--- config.mk ---
export PLATFORM = sky130hd
export DESIGN_NAME = position_tracker_flat
export DESIGN_NICKNAME = d
export VERILOG_FILES = /design/src/rtl/position_tracker_pkg.sv /design/src/rtl/position_tracker_if.sv /design/src/rtl/position_tracker_enc_debounce.sv /design/src/rtl/position_tracker.sv /design/src/flat_wrapper.sv
export SDC_FILE = /design/constraint.sdc
export NUM_CORES = 1
export LEC_CHECK = 0
export CAP_MARGIN = 20
export CORE_MARGIN = 2
export CORE_UTILIZATION = 50
export DETAILED_ROUTE_END_ITERATION = 10
export PLACE_DENSITY = 0.78
export SYNTH_ARGS = -nofsm -noshare
export SYNTH_HDL_FRONTEND = slang
export SYNTH_SLANG_ARGS = --single-unit
--- constraint.sdc ---
create_clock -name clk -period 6.05 [get_ports clk]
set_clock_uncertainty 0.05 [all_clocks]
set_input_delay 1.21 -clock clk [delete_from_list [all_inputs] [get_ports clk]]
set_output_delay 1.21 -clock clk [all_outputs]
set_load 0.05 [all_outputs]
--- src/rtl/position_tracker_pkg.sv ---
// Shared odometry definitions: headings, FSM encodings and default geometry.
// The heading and state encodings are also used by the drive block.
package position_tracker_pkg;

    localparam int COORD_W            = 33;
    localparam int TICKS_PER_CELL_DEF = 20;
    localparam int DEBOUNCE_DEF       = 4;
    localparam int SETTLE_DEF         = 8;
    localparam int GRID_MAX_DEF       = 39;
    localparam int START_X_DEF        = 0;
    localparam int START_Y_DEF        = 0;

    localparam logic [1:0] ORI_N = 2'b00;
    localparam logic [1:0] ORI_E = 2'b01;
    localparam logic [1:0] ORI_W = 2'b10;
    localparam logic [1:0] ORI_S = 2'b11;

    typedef enum logic [1:0] {
        ST_IDLE   = 2'b00,
        ST_MOVE   = 2'b01,
        ST_TURN   = 2'b10,
        ST_SETTLE = 2'b11
    } pt_state_e;

    function automatic logic [COORD_W-1:0] sat_coord(input logic [COORD_W-1:0] v,
                                                     input logic [COORD_W-1:0] lim);
        return (v > lim) ? lim : v;
    endfunction

endpackage

--- src/rtl/position_tracker_if.sv ---
// Bus between the drive/navigation side (master) and the position tracker (slave).
interface position_tracker_if;
    import position_tracker_pkg::*;

    logic               enc;
    logic               moving;
    logic               turning;
    logic [1:0]         cori;
    logic               load;
    logic [COORD_W-1:0] load_x;
    logic [COORD_W-1:0] load_y;
    logic [COORD_W-1:0] sX;
    logic [COORD_W-1:0] sY;
    logic               step;
    logic               clamped;

    modport master (
        output enc, moving, turning, cori, load, load_x, load_y,
        input  sX, sY, step, clamped
    );

    modport slave (
        input  enc, moving, turning, cori, load, load_x, load_y,
        output sX, sY, step, clamped
    );

endinterface

--- src/rtl/position_tracker_enc_debounce.sv ---
// Encoder front end: 2-flop synchroniser, stability down-counter, rising-edge tick.
// The tick is registered, so it appears 2+DEBOUNCE cycles after the raw edge.
module position_tracker_enc_debounce #(
    parameter int DEBOUNCE = 4
) (
    input  logic clk,
    input  logic rst,
    input  logic i_enc,
    output logic o_tick
);

    localparam int            CW     = (DEBOUNCE > 1) ? $clog2(DEBOUNCE) : 1;
    localparam logic [CW-1:0] RELOAD = CW'(DEBOUNCE - 1);

    logic          r_sync1;
    logic          r_sync2;
    logic          r_level;
    logic          r_tick;
    logic [CW-1:0] r_cnt;

    // r_cnt resets to 0 but is reloaded before any differing sample can reach it,
    // because r_sync2 is still 0 for the first cycle after reset.
    always_ff @(posedge clk or posedge rst) begin
        if (rst) begin
            r_sync1 <= 1'b0;
            r_sync2 <= 1'b0;
            r_level <= 1'b0;
            r_tick  <= 1'b0;
            r_cnt   <= '0;
        end else begin
            r_sync1 <= i_enc;
            r_sync2 <= r_sync1;
            r_tick  <= 1'b0;
            if (r_sync2 == r_level) begin
                r_cnt <= RELOAD;
            end else if (r_cnt == '0) begin
                r_level <= r_sync2;
                r_cnt   <= RELOAD;
                r_tick  <= r_sync2;
            end else begin
                r_cnt <= r_cnt - 1'b1;
            end
        end
    end

    assign o_tick = r_tick;

endmodule

--- src/rtl/position_tracker.sv ---
// Wheel odometry: debounced encoder ticks, gated by the motion FSM, step grid coordinates.
//   state     | meaning
//   ST_IDLE   | not moving, ticks ignored, partial tick count kept
//   ST_MOVE   | ticks accumulate; a full cell of ticks steps along cori
//   ST_TURN   | turning, ticks discarded, tick count held at 0
//   ST_SETTLE | post-turn blanking for SETTLE cycles, ticks discarded
module position_tracker
    import position_tracker_pkg::*;
#(
    parameter int TICKS_PER_CELL = TICKS_PER_CELL_DEF,
    parameter int DEBOUNCE       = DEBOUNCE_DEF,
    parameter int SETTLE         = SETTLE_DEF,
    parameter int GRID_MAX       = GRID_MAX_DEF,
    parameter int START_X        = START_X_DEF,
    parameter int START_Y        = START_Y_DEF
) (
    input  logic               clk,
    input  logic               rst,
    position_tracker_if.slave  bus
);

    localparam int                 TW    = $clog2(TICKS_PER_CELL);
    localparam logic [TW-1:0]      TLAST = TW'(TICKS_PER_CELL - 1);
    localparam int                 SW    = (SETTLE > 1) ? $clog2(SETTLE) : 1;
    localparam logic [SW-1:0]      SLOAD = SW'(SETTLE - 1);
    localparam logic [COORD_W-1:0] GMAX  = COORD_W'(GRID_MAX);
    localparam logic [COORD_W-1:0] ONE   = COORD_W'(1);

    pt_state_e          r_state;
    pt_state_e          w_state_nxt;
    logic [TW-1:0]      r_tick_cnt;
    logic [SW-1:0]      r_settle_cnt;
    logic [COORD_W-1:0] r_sx;
    logic [COORD_W-1:0] r_sy;
    logic [COORD_W-1:0] w_sx_step;
    logic [COORD_W-1:0] w_sy_step;
    logic               w_blocked;
    logic               r_step;
    logic               r_clamped;
    logic [1:0]         r_cori_q;
    logic               w_cori_chg;
    logic               w_tick;

    position_tracker_enc_debounce #(.DEBOUNCE(DEBOUNCE)) u_deb (
        .clk    (clk),
        .rst    (rst),
        .i_enc  (bus.enc),
        .o_tick (w_tick)
    );

    assign w_cori_chg = (bus.cori != r_cori_q);

    always_ff @(posedge clk or posedge rst) begin
        if (rst) r_state <= ST_IDLE;
        else     r_state <= w_state_nxt;
    end

    always_comb begin
        w_state_nxt = r_state;
        case (r_state)
            ST_IDLE: begin
                if (bus.turning)     w_state_nxt = ST_TURN;
                else if (bus.moving) w_state_nxt = ST_MOVE;
            end
            ST_MOVE: begin
                if (bus.turning)      w_state_nxt = ST_TURN;
                else if (!bus.moving) w_state_nxt = ST_IDLE;
            end
            ST_TURN: begin
                if (!bus.turning) w_state_nxt = ST_SETTLE;
            end
            ST_SETTLE: begin
                if (bus.turning)              w_state_nxt = ST_TURN;
                else if (r_settle_cnt == '0)  w_state_nxt = bus.moving ? ST_MOVE : ST_IDLE;
            end
            default: w_state_nxt = ST_IDLE;
        endcase
    end

    // Candidate coordinates for a step in the current heading, never leaving 0..GRID_MAX.
    always_comb begin
        w_sx_step = r_sx;
        w_sy_step = r_sy;
        w_blocked = 1'b0;
        case (bus.cori)
            ORI_N: if (r_sy == GMAX) w_blocked = 1'b1; else w_sy_step = r_sy + ONE;
            ORI_S: if (r_sy == '0)   w_blocked = 1'b1; else w_sy_step = r_sy - ONE;
            ORI_E: if (r_sx == GMAX) w_blocked = 1'b1; else w_sx_step = r_sx + ONE;
            ORI_W: if (r_sx == '0)   w_blocked = 1'b1; else w_sx_step = r_sx - ONE;
            default: w_blocked = 1'b1;
        endcase
    end

    always_ff @(posedge clk or posedge rst) begin
        if (rst) begin
            r_tick_cnt   <= '0;
            r_settle_cnt <= '0;
            r_sx         <= COORD_W'(START_X);
            r_sy         <= COORD_W'(START_Y);
            r_step       <= 1'b0;
            r_clamped    <= 1'b0;
            r_cori_q     <= 2'b00;
        end else begin
            r_cori_q  <= bus.cori;
            r_step    <= 1'b0;
            r_clamped <= 1'b0;

            if (r_state != ST_SETTLE)  r_settle_cnt <= SLOAD;
            else if (r_settle_cnt != '0) r_settle_cnt <= r_settle_cnt - 1'b1;

            if (bus.load) begin
                r_sx       <= sat_coord(bus.load_x, GMAX);
                r_sy       <= sat_coord(bus.load_y, GMAX);
                r_tick_cnt <= '0;
            end else begin
                case (r_state)
                    ST_MOVE: begin
                        if (bus.turning) begin
                            r_tick_cnt <= '0;
                        end else if (w_cori_chg) begin
                            // A tick coinciding with a heading change is the first of the new heading.
                            r_tick_cnt <= w_tick ? TW'(1) : '0;
                        end else if (w_tick) begin
                            if (r_tick_cnt == TLAST) begin
                                r_tick_cnt <= '0;
                                if (w_blocked) begin
                                    r_clamped <= 1'b1;
                                end else begin
                                    r_sx   <= w_sx_step;
                                    r_sy   <= w_sy_step;
                                    r_step <= 1'b1;
                                end
                            end else begin
                                r_tick_cnt <= r_tick_cnt + 1'b1;
                            end
                        end
                    end
                    ST_TURN: r_tick_cnt <= '0;
                    default: ;
                endcase
            end
        end
    end

    assign bus.sX      = r_sx;
    assign bus.sY      = r_sy;
    assign bus.step    = r_step;
    assign bus.clamped = r_clamped;

endmodule

--- src/flat_wrapper.sv ---
// flat-port wrapper written by rule: the top's interface ports become plain ports
module position_tracker_flat import position_tracker_pkg::*;
#(
    parameter int TICKS_PER_CELL = TICKS_PER_CELL_DEF,
    parameter int DEBOUNCE       = DEBOUNCE_DEF,
    parameter int SETTLE         = SETTLE_DEF,
    parameter int GRID_MAX       = GRID_MAX_DEF,
    parameter int START_X        = START_X_DEF,
    parameter int START_Y        = START_Y_DEF
)
  (clk, rst, bus_enc, bus_moving, bus_turning, bus_cori, bus_load, bus_load_x, bus_load_y, bus_sX, bus_sY, bus_step, bus_clamped);
  position_tracker_if bus_i ();
  input  logic clk;
  input  logic rst;
  input wire logic [$bits(bus_i.enc)-1:0] bus_enc;
  input wire logic [$bits(bus_i.moving)-1:0] bus_moving;
  input wire logic [$bits(bus_i.turning)-1:0] bus_turning;
  input wire logic [$bits(bus_i.cori)-1:0] bus_cori;
  input wire logic [$bits(bus_i.load)-1:0] bus_load;
  input wire logic [$bits(bus_i.load_x)-1:0] bus_load_x;
  input wire logic [$bits(bus_i.load_y)-1:0] bus_load_y;
  output wire logic [$bits(bus_i.sX)-1:0] bus_sX;
  output wire logic [$bits(bus_i.sY)-1:0] bus_sY;
  output wire logic [$bits(bus_i.step)-1:0] bus_step;
  output wire logic [$bits(bus_i.clamped)-1:0] bus_clamped;
  assign bus_i.enc = bus_enc;
  assign bus_i.moving = bus_moving;
  assign bus_i.turning = bus_turning;
  assign bus_i.cori = bus_cori;
  assign bus_i.load = bus_load;
  assign bus_i.load_x = bus_load_x;
  assign bus_i.load_y = bus_load_y;
  assign bus_sX = bus_i.sX;
  assign bus_sY = bus_i.sY;
  assign bus_step = bus_i.step;
  assign bus_clamped = bus_i.clamped;
  position_tracker #(.TICKS_PER_CELL(TICKS_PER_CELL), .DEBOUNCE(DEBOUNCE), .SETTLE(SETTLE), .GRID_MAX(GRID_MAX), .START_X(START_X), .START_Y(START_Y)) u_core (.clk(clk), .rst(rst), .bus(bus_i));
endmodule
==> results of run 1 <==
[metrics by stage]
| stage | power [uW] | setup WS [ps] | area [um^2] |
|---|---|---|---|
| 2_1_floorplan | 786 | 1700 | 7060 |
| 3_3_place_gp | 884 | 883 | 8670 |
| 3_5_place_dp | 890 | 811 | 8670 |
| 4_1_cts | 1520 | 1160 | 9000 |
| 5_1_grt | 1580 | 776 | 9000 |
| 6_report | 1510 | 1120 | 9000 |
[worst max path at each step]
stage,startpoint,end,slack (ps)
floorplan,bus_cori[0],u_core.bus.sY[32],1700
global placement,bus_cori[0],u_core.bus.sY[32],880
detailed placement,bus_cori[0],u_core.bus.sY[32],810
CTS,bus_cori[0],u_core.bus.sY[32],1160
global route,bus_cori[1],u_core.bus.sY[32],780
finish,bus_cori[1],u_core.bus.sY[32],1120
[sequential cells by signal, summed over array words and instances (netlist names), 2 cells and up, named ones only]
| register | count |
|---|---|
| u_core.bus.sX | 33 |
| u_core.r_tick_cnt | 5 |
| u_core.bus.sY | 33 |
| u_core.r_settle_cnt | 3 |
| u_core.u_deb.r_cnt | 2 |
| u_core.r_cori_q | 2 |
[logic make-up (layout without fill, tap and decap cells)]
group / count (synthesis) / in the layout / share of synthesized area, %
adders and majority gates: 68 / 68 / 12.3
muxes: 22 / 22 / 3.23
and+or+nand+nor: 324 / 324 / 21.9
DFF: 86 / 86 / 30.5
buffers and inverters: 54 / 196 / 2.96
xor gates and xnor gates: 54 / 54 / 6.70
AOI/OAI and AO/OA: 239 / 239 / 22.5
[layout make-up]
cell class,count,area [um^2],area share [%]
multi-input combinational,707,4700,52.3
sequential,86,2150,23.9
inverter,31,118,1.31
timing repair buffer,149,1470,16.3
clock buffer,11,253,2.81
tap,180,225,2.50
clock inverter,5,81.3,0.904
[per-layer routing]
layer | global-route usage (%) | vias to the layer above | wire length (um)
met5 | 0 | - | 0
met4 | 8.48 | 0 | 382
met3 | 3.53 | 25 | 1260
met2 | 40.7 | 206 | 8580
met1 | 36.0 | 3254 | 8980
li1 | - | 3372 | -
[power by group through the flow]
| stage | registers, uW | logic, uW | clock network, uW |
|---|---|---|---|
| final | 609 | 272 | 629 |
| after global routing | 611 | 301 | 664 |
| after CTS | 609 | 272 | 637 |
| after detailed placement | 620 | 270 | 0 |
| after global placement | 619 | 265 | 0 |
| after floorplan | 633 | 154 | 0 |
[cell usage after synthesis (7+ instances only)]
library cell,number
sky130_fd_sc_hd__nand4_1,16
sky130_fd_sc_hd__a21o_1,28
sky130_fd_sc_hd__nor3_1,23
sky130_fd_sc_hd__nor2_1,82
sky130_fd_sc_hd__xor2_1,19
sky130_fd_sc_hd__o21ai_0,40
sky130_fd_sc_hd__a211oi_1,9
sky130_fd_sc_hd__o21bai_1,9
sky130_fd_sc_hd__ha_1,66
sky130_fd_sc_hd__inv_1,31
sky130_fd_sc_hd__and3_1,9
sky130_fd_sc_hd__nand2b_1,10
sky130_fd_sc_hd__nor4_1,29
sky130_fd_sc_hd__nor2b_1,9
sky130_fd_sc_hd__dfrtp_1,86
sky130_fd_sc_hd__mux2i_1,19
sky130_fd_sc_hd__nand3_1,20
sky130_fd_sc_hd__a31oi_1,9
sky130_fd_sc_hd__clkbuf_1,14
sky130_fd_sc_hd__o31ai_1,7
sky130_fd_sc_hd__nand2_1,99
sky130_fd_sc_hd__xnor2_1,35
sky130_fd_sc_hd__a21oi_1,82
[critical path, stage by stage]
cell	delay, ps
sky130_fd_sc_hd__clkdlybuf4s50_1	630
sky130_fd_sc_hd__nand2_1	240
sky130_fd_sc_hd__inv_1	550
sky130_fd_sc_hd__ha_1	410
sky130_fd_sc_hd__a21oi_1	270
sky130_fd_sc_hd__o21ai_1	100
sky130_fd_sc_hd__a21o_1	180
sky130_fd_sc_hd__a21oi_1	150
sky130_fd_sc_hd__o21ai_0	130
sky130_fd_sc_hd__a2111oi_2	400
sky130_fd_sc_hd__o31ai_1	220
sky130_fd_sc_hd__a21o_1	220
sky130_fd_sc_hd__nand3_1	80
sky130_fd_sc_hd__mux2_4	300
==> results.toml, run 1 <==
[pwr]
swShare_pct = 27.3
irDropWorstVdd_mv = 0.115
cellInternalPower_uw = 1100
clkPwrFrac_pct = 41.7
comb_power_share_pct = 18.0
share_seq_of_total_power_pct = 40.3
total_switching_power_uw = 412
leakagePower_uw = 0.00406
power_per_cell_area_nw_per_um2 = 168

[floorplanning]
floorplan.rows = 43
design.portCount = 142
fp.coreArea_um2 = 13800
dieArea_um2 = 15100
die_height_um = 123
die_w_um = 123
start_util_pct = 51.1

[yosys]
yosys_register_bits = 86
cells_taking_the_most_area_after_synthesis = "sky130_fd_sc_hd__dfrtp_1 30%, sky130_fd_sc_hd__ha_1 12%, sky130_fd_sc_hd__a21oi_1 5.8%"
proportion_of_synthesized_chip_area_in_sequential_cells_pct = 30.5
mean_syn_cell_area_um2 = 8.34
postSynth.topFlopCell = "sky130_fd_sc_hd__dfrtp_1"
yosysTopAreaCell = "sky130_fd_sc_hd__dfrtp_1"
ys_warn_count = 0
synth.distinct_cells = 69
async_reset_ff_share_pct = 100
post_synth_edffs = 0
syn_nets = 989
synth_top_cell_area_share_pct = 30.5
netlist_area_um2 = 7060
syn-instance-count = 847

[setup_path]
timing.critical_path.from_type = "primary input"
r2r_cells = 12
worst-setup-path-type = "primary input to register"
worst-endpoint-arrival_ps = 5110
timing.reg2reg.setup_slack_ps = 2750
rr_endpoint = "u_core.bus.sY[32]"
regToRegStartpoint = "u_core.bus.sY[0]"
setup.worst_path.end_class = "register"
worst-endpoint-required_ps = 6230
cp_max_fo = 19

[placement]
place.port_buffers = 141
cell_count_after_placement = 1153
gp_congestion = 0.886
dp.final_hpwl_um = 14100

[final_layout]
post_route_cells_drive_above_1_share_pct = 5.36
insertedDiodeCount = 0
most-common-layout-cells = "140 x sky130_fd_sc_hd__clkdlybuf4s50_1, 99 x sky130_fd_sc_hd__nand2_1, 86 x sky130_fd_sc_hd__dfrtp_1"
mostFrequentLayoutCell = "sky130_fd_sc_hd__clkdlybuf4s50_1"
nNetsFinal = 1126
final_core_utilization_pct = 65.1
filler_cell_count = 1166
area_growth_syn_to_layout_pct = 27.5
final-instance-count-excl-fill = 1169

[clock_tree]
cts_num_sinks = 86
cts_buffer_depth = 2
tritoncts.num_buffers = 9
count_of_hold_fix_buffers_inserted_at_cts = 0
post_cts.repair.setup_buffers = 0
clock_root_buffer_master = "sky130_fd_sc_hd__clkbuf_16"
post_cts.resized_instances = 0
cts.clk_slew.worst_paths_ps = 70
h-tree-depth = 3
insertion_delay_ps = 350
tritoncts = "built"

[hold_path]
hold_depth = 0
hp-start = "u_core.u_deb.r_sync1"
hold_worst_path_end = "u_core.u_deb.r_sync2"
hold_class = "register to register"

[grt]
initial_antenna_violation_count = 0
grt_util_all_layers_pct = 25.6
vias_in_the_first_global_route = 6428
grt_start_max_net_pins = 63
globalRoute.totalOverflow = 0
grt_first_pass_wirelength_um = 31100

[drt]
drt-vias-per-instance = 5.87
antenna_left = 0
drt_pre_antenna_iters = 4
routedWlPerCell_um = 16.4
total_wirelength_um = 19200
num_vias = 6857
drt_iter0_markers = 448
drcViolationCount = 0

[sta]
setup_violating_endpoint_count_in_the_final_report = 0
period_minus_slack_ps = 4930
timing.final.max_slew_violations = 0
fin_setup_tns_ps = 0
fin_hold_ws_ps = 350
timing.max_slew.rel_slack_pct = 43.7
tightest_slew_ps = 845
hold_violations = 0
achievable-frequency_mhz = 203
final.period_utilization_pct = 81.5
unrepaired_setup_endpoints_after_global_routing = "false"

[job]
maxCapViolations = 0

[run_status]
outcome = "finished, final reports clean"
Note: power is estimated with default switching activity, not from simulation.
==> run 2: changes to the inputs <==
- clock period: 6.05 -> 4.95 ns (I/O delays scaled with it)
==> run 2 against run 1 <==
Net effect: hold slack worse by 24 ps; clock power is essentially flat; final cell count up 0.43%; sequential cell count unchanged; routed wire length is 1.4% lower; first-iteration DRC count shrank 6.0%; total power grew 13%; clock-buffer cell count decreased by 1; global-route usage is 0.35 points higher; register-to-register slack lost 1000 ps; critical path type unchanged.
==> results.toml, run 2 (synthesis gave the netlist of run 1 again) <==
[run_status]
outcome = "finished, final reports clean"

[sta]
tightest_slew_ps = 872
setup_violating_endpoint_count_in_the_final_report = 0
achievable-frequency_mhz = 222
timing.final.max_slew_violations = 0
hold_violations = 0
fin_setup_tns_ps = 0
timing.max_slew.rel_slack_pct = 41.8
final.period_utilization_pct = 91.0
period_minus_slack_ps = 4500
unrepaired_setup_endpoints_after_global_routing = "false"

[setup_path]
critical_path.cell_chain = "clkdlybuf4s50_1, nand2_1, inv_1, ha_1, a211oi_2, o21ai_1, and3b_1, a211oi_2, o311ai_2, a31oi_1, o21ai_1, a21o_1, a21o_1, a211o_1"
timing.critical_path.buf_inv = 2
worst-endpoint-arrival_ps = 4680
cpLargestDelayFamily = "compound AO/OA/AOI/OAI gates"
timing.critical_path.slowest_stage_cell = "sky130_fd_sc_hd__clkdlybuf4s50_1"
worst-setup-path-type = "primary input to register"
timing.critical_path.from_type = "primary input"
setup.worst_path.end_class = "register"
cp_max_fo = 16
worst-endpoint-required_ps = 5130
critical_path.max_stage_delay_ps = 620

[floorplanning]
die_w_um = 123
dieArea_um2 = 15100
start_util_pct = 51.1
floorplan.rows = 43
fp.coreArea_um2 = 13800
die_height_um = 123
design.portCount = 142

[final_layout]
insertedDiodeCount = 0
nNetsFinal = 1131
area_growth_syn_to_layout_pct = 27.1
mostFrequentLayoutCell = "sky130_fd_sc_hd__clkdlybuf4s50_1"
final_core_utilization_pct = 64.9
post_route_cells_drive_above_1_share_pct = 5.73
area_occupied_by_multi_input_gates_um2 = 4700
filler_cell_count = 1195
register_area_um2 = 2150
most-common-layout-cells = "140 x sky130_fd_sc_hd__clkdlybuf4s50_1, 99 x sky130_fd_sc_hd__nand2_1, 86 x sky130_fd_sc_hd__dfrtp_1"

[grt]
initial_antenna_violation_count = 0
globalRoute.totalOverflow = 0
vias_in_the_first_global_route = 6522
grt_util_all_layers_pct = 26.0
grt_first_pass_wirelength_um = 31400
grt_start_max_net_pins = 75

[clock_tree]
cts_buffer_depth = 2
cts_num_sinks = 86
cts.clk_slew.worst_paths_ps = 60
tritoncts = "built"
clock_root_buffer_master = "sky130_fd_sc_hd__clkbuf_16"
post_cts.resized_instances = 0
count_of_hold_fix_buffers_inserted_at_cts = 0
post_cts.repair.setup_buffers = 0
h-tree-depth = 3
insertion_delay_ps = 350
tritoncts.num_buffers = 9

[drt]
drt_pre_antenna_iters = 5
antenna_left = 0
num_vias = 6784
drt_iter0_markers = 421
routedWlPerCell_um = 16.1
total_wirelength_um = 18900
drt-vias-per-instance = 5.78
drcViolationCount = 0

[placement]
dp.final_hpwl_um = 14100
place.port_buffers = 141
gp_congestion = 0.922

[hold_path]
hold_class = "register to register"

[pwr]
irDropWorstVdd_mv = 0.136
power_per_cell_area_nw_per_um2 = 191
leakagePower_uw = 0.00405

[job]
maxCapViolations = 0
[run 2: metal layers]
metal / wire length (um) / global-route usage (%)
met4: 365 / 8.48
met3: 1170 / 4.32
met1: 8800 / 34.9
met2: 8580 / 42.6
met5: 0 / 0
[run 2: layout make-up]
type | instances | area share [%]
Clock buffer | 10 | 2.55
Multi-Input combinational cell | 707 | 52.4
Sequential cell | 86 | 24.0
Tap cell | 180 | 2.51
Clock inverter | 6 | 0.432
Inverter | 31 | 1.31
Timing Repair Buffer | 154 | 16.8
[run 2: where the power goes]
group | leakage (uW) | internal (uW) | switching (uW)
registers | 0.00113 | 724 | 20.4
clock network | 0.000128 | 338 | 294
logic | 0.00279 | 151 | 186
[run 2: metrics by stage]
stage / hold WS, ps / cells / area [um^2] / total power [uW] / setup WS [ps]
finish: 326 / 1174 / 8970 / 1710 / 447
global route: 342 / 1174 / 8970 / 1790 / 150
detailed placement: 311 / 1158 / 8700 / 1090 / 174
CTS: 325 / 1174 / 8970 / 1720 / 537
global placement: 324 / 1158 / 8700 / 1090 / 241
floorplan: 281 / 847 / 7060 / 961 / 818
[run 2: worst register-to-register path, stage by stage (launching register included)]
cell and delay, ps:
sky130_fd_sc_hd__dfrtp_1 440, sky130_fd_sc_hd__inv_1 110, sky130_fd_sc_hd__fa_1 470, sky130_fd_sc_hd__nor2b_1 130, sky130_fd_sc_hd__o21ai_0 130, sky130_fd_sc_hd__a21oi_2 220, sky130_fd_sc_hd__o21ai_2 110, sky130_fd_sc_hd__o21ai_2 220
sky130_fd_sc_hd__a2111oi_2 110, sky130_fd_sc_hd__o31ai_1 540, sky130_fd_sc_hd__nand4_1 150, sky130_fd_sc_hd__nand3_1 150, sky130_fd_sc_hd__mux2_4 300
[run 2: path summary, 6_finish.rpt]
path,from,end,cells past startpoint,slack (ps)
setup / recovery,bus_cori[1],u_core.bus.sX[31],14,450
hold / removal,u_core.u_deb.r_sync1,u_core.u_deb.r_sync2,0,330
setup reg to reg,u_core.bus.sY[0],u_core.bus.sY[32],12,1710
hold reg to reg,u_core.u_deb.r_sync1,u_core.u_deb.r_sync2,0,330
max in group asynchronous,rst,u_core.bus.sX[29],3,2760
min in group asynchronous,rst,u_core.bus.sY[6],2,1080
